$ cat src/rtl/glb_port_arbiter.sv
// glb_port_arbiter: shares the single GLB read port and the single GLB write
// port between NUM_REQ requesters using round-robin arbitration with bounded
// burst locking. GLB strobes, addresses and data come combinationally from the
// granted requester. Read data, which has one cycle of latency, is tagged back
// to the port that issued the read.
//
// Ports:
//   clk, rst                 clock, asynchronous active-high reset
//   rd_req/rd_lock/rd_be/rd_addr   per-port read request, lock, byte enable, address
//   rd_gnt                   one-hot read grant, in the same cycle as the request
//   rd_rvalid/rd_data        one-hot return tag, and the shared read data
//   wr_req/wr_lock/wr_be/wr_addr/wr_data  per-port write request fields
//   wr_gnt                   one-hot write grant, in the same cycle as the request
//   glb_re/glb_r_addr/glb_r_data   GLB read port
//   glb_we/glb_w_addr/glb_w_data   GLB write port

// A single arbiter with a priority pointer, a last owner and a lock counter.
module glb_port_arb_core #(
  parameter int NUM_REQ  = 2,
  parameter int LOCK_MAX = 16
) (
  input  logic                 clk,
  input  logic                 rst,
  input  logic [NUM_REQ-1:0]   i_req,
  input  logic [NUM_REQ-1:0]   i_lock,
  input  logic [4*NUM_REQ-1:0] i_be,
  output logic [NUM_REQ-1:0]   o_gnt
);
  localparam int IW = (NUM_REQ > 1) ? $clog2(NUM_REQ) : 1;
  localparam int LW = $clog2(LOCK_MAX + 1);

  logic [NUM_REQ-1:0] w_act;
  logic [IW-1:0]      r_ptr, r_own, w_sel;
  logic [LW-1:0]      r_lcnt;
  logic               w_cont, w_any;

  always_comb begin
    int idx;
    idx = 0;
    // A request with all byte enables low counts as no request.
    for (int i = 0; i < NUM_REQ; i++) w_act[i] = i_req[i] & (|i_be[4*i +: 4]);
    // The owner keeps the port while it stays locked. Once it has LOCK_MAX
    // grants it must win a normal round-robin scan instead.
    w_cont = w_act[r_own] & i_lock[r_own] & (r_lcnt < LW'(LOCK_MAX));
    w_sel  = '0;
    w_any  = 1'b0;
    if (w_cont) begin
      w_sel = r_own;
      w_any = 1'b1;
    end else begin
      // The scan runs downward, so the port closest to ptr is written last and wins.
      for (int k = NUM_REQ - 1; k >= 0; k--) begin
        idx = (int'(r_ptr) + k) % NUM_REQ;
        if (w_act[idx]) begin
          w_sel = IW'(idx);
          w_any = 1'b1;
        end
      end
    end
    if (rst) w_any = 1'b0;
    o_gnt = '0;
    if (w_any) o_gnt[w_sel] = 1'b1;
  end

  always_ff @(posedge clk or posedge rst) begin
    if (rst) begin
      r_ptr  <= '0;
      r_own  <= '0;
      r_lcnt <= '0;
    end else if (w_any) begin
      r_own  <= w_sel;
      r_lcnt <= w_cont ? r_lcnt + LW'(1) : LW'(1);
      r_ptr  <= (w_sel == IW'(NUM_REQ - 1)) ? '0 : w_sel + IW'(1);
    end else begin
      r_lcnt <= '0;
    end
  end
endmodule

module glb_port_arbiter #(
  parameter int NUM_REQ   = 2,
  parameter int DATA_SIZE = 32,
  parameter int ADDR_BITS = 32,
  parameter int LOCK_MAX  = 16
) (
  input  logic                           clk,
  input  logic                           rst,
  input  logic [NUM_REQ-1:0]             rd_req,
  input  logic [NUM_REQ-1:0]             rd_lock,
  input  logic [4*NUM_REQ-1:0]           rd_be,
  input  logic [ADDR_BITS*NUM_REQ-1:0]   rd_addr,
  output logic [NUM_REQ-1:0]             rd_gnt,
  output logic [NUM_REQ-1:0]             rd_rvalid,
  output logic [DATA_SIZE-1:0]           rd_data,
  input  logic [NUM_REQ-1:0]             wr_req,
  input  logic [NUM_REQ-1:0]             wr_lock,
  input  logic [4*NUM_REQ-1:0]           wr_be,
  input  logic [ADDR_BITS*NUM_REQ-1:0]   wr_addr,
  input  logic [DATA_SIZE*NUM_REQ-1:0]   wr_data,
  output logic [NUM_REQ-1:0]             wr_gnt,
  output logic [3:0]                     glb_re,
  output logic [ADDR_BITS-1:0]           glb_r_addr,
  input  logic [DATA_SIZE-1:0]           glb_r_data,
  output logic [3:0]                     glb_we,
  output logic [ADDR_BITS-1:0]           glb_w_addr,
  output logic [DATA_SIZE-1:0]           glb_w_data
);
  logic [NUM_REQ-1:0] r_rtag;

  glb_port_arb_core #(.NUM_REQ(NUM_REQ), .LOCK_MAX(LOCK_MAX)) u_rd_arb (
    .clk(clk), .rst(rst), .i_req(rd_req), .i_lock(rd_lock), .i_be(rd_be), .o_gnt(rd_gnt)
  );

  glb_port_arb_core #(.NUM_REQ(NUM_REQ), .LOCK_MAX(LOCK_MAX)) u_wr_arb (
    .clk(clk), .rst(rst), .i_req(wr_req), .i_lock(wr_lock), .i_be(wr_be), .o_gnt(wr_gnt)
  );

  // The grants are one-hot, so an AND-OR mux selects the granted port. With no
  // grant, everything sent to GLB is zero.
  always_comb begin
    glb_re     = '0;
    glb_r_addr = '0;
    glb_we     = '0;
    glb_w_addr = '0;
    glb_w_data = '0;
    for (int i = 0; i < NUM_REQ; i++) begin
      if (rd_gnt[i]) begin
        glb_re     = rd_be[4*i +: 4];
        glb_r_addr = rd_addr[ADDR_BITS*i +: ADDR_BITS];
      end
      if (wr_gnt[i]) begin
        glb_we     = wr_be[4*i +: 4];
        glb_w_addr = wr_addr[ADDR_BITS*i +: ADDR_BITS];
        glb_w_data = wr_data[DATA_SIZE*i +: DATA_SIZE];
      end
    end
  end

  // The return tag follows the GLB read latency. Reset clears it, so a read in
  // flight when reset arrives is never delivered.
  always_ff @(posedge clk or posedge rst) begin
    if (rst) r_rtag <= '0;
    else     r_rtag <= rd_gnt;
  end

  assign rd_rvalid = r_rtag;
  assign rd_data   = (|r_rtag) ? glb_r_data : '0;
endmodule

$ cat config.mk
export PLATFORM = sky130hd
export DESIGN_NAME = glb_port_arbiter
export DESIGN_NICKNAME = d
export VERILOG_FILES = /design/src/rtl/glb_port_arbiter.sv
export SDC_FILE = /design/constraint.sdc
export NUM_CORES = 1
export LEC_CHECK = 0
export CORE_AREA = 2 2 154 156
export DETAILED_ROUTE_END_ITERATION = 10
export DIE_AREA = 0 0 156 158
export PLACE_DENSITY = 0.63
export SLEW_MARGIN = 15
export SYNTH_ARGS = -nofsm -noshare
export SYNTH_HDL_FRONTEND = slang
export SYNTH_SLANG_ARGS = --single-unit
$ cat constraint.sdc
create_clock -name clk -period 1.87 [get_ports clk]
set_input_delay 0.374 -clock clk [delete_from_list [all_inputs] [get_ports clk]]
set_output_delay 0.374 -clock clk [all_outputs]
set_load 0.01 [all_outputs]
==> reports/summary.md, run 1 <==
Once placement finished, the instance area stood at 11,000 µm². The routed via count divided by cell count is 5.74, and the pin count of the biggest net entering global routing is 54. The total of flip-flops plus latches after synthesis came out at 16.

For the number of buffers added by the clock tree synthesis step, the log shows 3. The run gives 0 as the hold violation total from the final report. The flow ran to the end, but the final reports show violations. The filler cells instantiated in the layout total 2,094. For this design the ratio of total power to cell area is 520 nW/µm². The logs give 0.00500 µW for the cell leakage power and 1.50 ns for the required arrival time at the worst endpoint.

The checks that failed: negative setup slack. Launch instance of the worst register-to-register path: u_wr_arb.r_own. Across the VDD grid, the largest voltage drop is 0.334 mV.

The worst setup path is captured at a primary output. The cell area after layout came out at 12,400 µm². TritonCTS built the clock tree.

The run gives 0 as the number of remaining DRC errors. Relative to the synthesized area, the layout overhead comes to 122%. Once the floorplan was initialized, standard cells occupied 24.1% of the core.

The final critical path takes up 137% of the cycle. The final setup violation count is 108. The cell count along the critical path came out at 11. The most repeated library cell on the critical path is buf_6. The worst clock skew on the final layout came out at 0.00187 ns. Yosys mapped a number of flops with a built-in enable equal to 0. Counting along the longest clock path gives a buffer depth of 2. The tools report the half-perimeter wire length of the detailed placement result as 20,800 µm. The total number of nets in the final design is 1,610, and the first-pass GRT wire length is 49,900 µm.

Timing-limited maximum frequency: 390 MHz. The tools report the cell at the root of the clock tree as clkbuf_16. The number of nets handed over by synthesis was 1,123. The number of buffers and inverters on the critical path is 8. The detailed router placed 9,464 vias in this run.

The signal on the critical path passes through dlygate4sd2_1 > clkinv_2 > o32a_4 > buf_6 > buf_6 > buf_6 > buf_12 > buf_16 > o211ai_1 > a31oi_2 > buf_2. Setup repair after global routing could not meet its margin everywhere. The count of input and output buffers is 391. For the smallest setup slack after layout, the log shows -0.696 ns. In this run the critical register-to-register path is captured at u_wr_arb.r_ptr. For this run, the total global-route usage over all layers was measured as 24.7%. The count of nets left with antenna violations once routing finished came out at 0.

The final-report max-slew violation count came out at 0. The critical path arrival is 2.19 ns. The most used flip-flop cell after synthesis is dfrtp_1. After the first detailed-routing iteration, the DRC count stood at 675.

The share of async-settable or async-resettable flops after synthesis came out at 100%. The cell family contributing the most delay on the critical path is buffers and inverters. In this run the tightest slew margin relative to its limit is 70.7%. The weighted congestion reported at the end of routability-driven placement is 0.829, and the core box area is 23,100 µm².

The clock transition at the registers of the reported paths is 0.05 ns. The tools report the via count of the first global-routing pass as 9,384. Of all nets on the critical path, the largest fanout is 5. Among all stages on the critical path, the largest delay is contributed by o32a_4. The total overflow left after global routing is 0. For this run, the register share of the synthesized area comes to 7.20%. The height of the chip was 158 µm; the total die area was 24,600 µm². The tool flagged a number of max-cap violations equal to 0.

The slew at the pin closest to its max-slew limit is 0.440 ns. The critical path starts at wr_lock[1]. The warning count from the yosys run was 0; the routed length per instance was 19.8 µm. STA classifies the critical path startpoint as an input port. The path type of the worst min-delay path was in -> async. Measured along the x axis, the die boundary spans 156 µm.

The delay of the slowest cell on the worst path was 0.41 ns; the netlist area before placement was 5560 µm². The number of sinks on the clock net came out at 16. For this design the top-level I/O count stands at 392. Wire length after detailed routing: 32,700 µm. The number of library cell types mapped by synthesis came out at 35. The post-route netlist has 31.7% of its cells at a drive strength greater than 1. The end point of the critical path is glb_w_addr[25]. OpenSTA, run right after detailed placement, puts the worst setup slack at -1.37 ns.

The worst-case reg-to-reg path depth came out at 9. The mean cell area of the mapped netlist came out at 6.38 µm². The run gives 0.10 ns as the register-to-register setup slack. The clock latency of the later-clocked register in the worst-skew pair was 0.24 ns; the instance count of the mapped netlist was 871. The minimum clock period after layout was 2.57 ns. The run gives 1 as the level count of the clock H-tree. The initialized floorplan defines 56 standard-cell rows. The setup path with the least slack is of type in -> out. The tools report the number of antenna violations at the first check in global routing as 3. Before antenna repair, the detailed router went through 5 iterations.
[sequential cells by signal (all words and copies together), names as in the netlist]
register / count
u_rd_arb.r_lcnt: 5
u_wr_arb.r_lcnt: 5
rd_rvalid: 2
u_rd_arb.r_own: 1
u_rd_arb.r_ptr: 1
u_wr_arb.r_own: 1
u_wr_arb.r_ptr: 1
[layout by cell type, fill, tap and decap left out, types with 26 or more instances in the layout]
| master | count |
|---|---|
| buf_16 | 26 |
| dlygate4sd2_1 | 38 |
| nand2_1 | 212 |
| a31oi_2 | 48 |
| o211ai_1 | 208 |
| buf_12 | 45 |
| a31oi_1 | 56 |
| buf_6 | 42 |
| clkdlybuf4s50_1 | 226 |
| a211o_1 | 104 |
| buf_2 | 109 |
| buf_4 | 109 |
| nor2b_1 | 32 |
[kinds of logic (layout without fill, tap and decap cells)]
kind of cell | after synthesis | in the layout | synth area share (%)
buffers and inverters | 139 | 625 | 11.0
xor gates and xnor gates | 4 | 4 | 0.630
DFF | 16 | 16 | 7.20
and+or+nand+nor | 266 | 266 | 20.0
other | 0 | 3 | 0
AOI/OAI and AO/OA | 442 | 442 | 60.3
adders and majority gates | 2 | 2 | 0.450
muxes | 2 | 2 | 0.360
[tightest hold or removal path, stage by stage]
cell,delay (ns)
dlymetal6s2s_1,0.20
buf_4,0.18
inv_1,0.06
buf_4,0.23
[worst min-delay path by stage]
stage                    endpoint  cells after the start  slack, ns
2_1_floorplan        rd_rvalid[0]                      1       0.29
3_3_place_gp   u_wr_arb.r_lcnt[0]                      1       0.47
3_5_place_dp   u_wr_arb.r_lcnt[0]                      1       0.47
4_1_cts        u_wr_arb.r_lcnt[0]                      1       0.48
5_1_grt        u_wr_arb.r_lcnt[2]                      4       0.47
6_report       u_wr_arb.r_lcnt[1]                      4       0.44
[what timing repair did]
item                                    CTS  global route
endpoints found under the setup margin  152           110
pin swaps                               133            75
hold buffers                              0             0
hold endpoints to repair                  0             0
setup buffers                            48            14
resized for setup                       686            30
gates cloned                             38             4
[stage by stage]
stage / hold slack [ns] / TNS [ns] / std cells / utilization (%) / total power (µW)
after floorplan: 0.293 / -14.39 / 871 / - / 2750
after global placement: 0.467 / -140.63 / 1557 / 47.6 / 4850
after detailed placement: 0.471 / -142.07 / 1557 / 47.6 / 4890
after CTS: 0.477 / -61.48 / 1646 / 53.8 / 6470
after global routing: 0.474 / -66.41 / 1650 / 53.6 / 6830
final: 0.437 / -59.96 / 1650 / 53.6 / 6420
[final cells by class]
| cell class | instances | area [µm²] | share of cell area, % |
|---|---|---|---|
| antenna | 3 | 7.51 | 0.0608 |
| multi-input combinational | 716 | 5070 | 41.1 |
| tap | 290 | 363 | 2.94 |
| clock buffer | 4 | 88.8 | 0.719 |
| timing repair buffer | 613 | 6380 | 51.7 |
| sequential | 16 | 407 | 3.29 |
| inverter | 8 | 31.3 | 0.253 |
[Yosys cell counts, types with 4 or more instances]
| library cell | number | area share (%) |
|---|---|---|
| buf_1 | 4 | 0.27 |
| clkbuf_1 | 85 | 5.7 |
| a211o_1 | 104 | 16 |
| buf_2 | 30 | 2.7 |
| o211ai_1 | 208 | 28 |
| nor3_1 | 11 | 0.99 |
| a31oi_1 | 105 | 12 |
| buf_4 | 10 | 1.4 |
| nor2b_1 | 32 | 3.6 |
| inv_1 | 6 | 0.41 |
| o41ai_2 | 4 | 1.2 |
| nand2_1 | 212 | 14 |
| nand3_1 | 4 | 0.36 |
| dfrtp_1 | 16 | 7.2 |
| a21oi_1 | 5 | 0.45 |
[layer usage]
layer	wire length (µm)	part of all wire [%]	global-route usage (%)
met1	12700	39	29.8
met5	0	0	0
met3	2790	8.5	4.71
met2	15800	48	42.8
met4	1370	4.2	10.7
[power by group]
group	switching (µW)	total [µW]	internal [µW]
combinational	2630	5550	2920
clock	128	453	324
sequential	35.7	416	380
Note: power is estimated with default switching activity, not from simulation.
==> inputs of run 2 (changes only) <==
Settings changed: GPL_ROUTABILITY_DRIVEN set to 0.
==> results of run 2 <==
Final layout, timing and power as in run 1 (identical DEF).
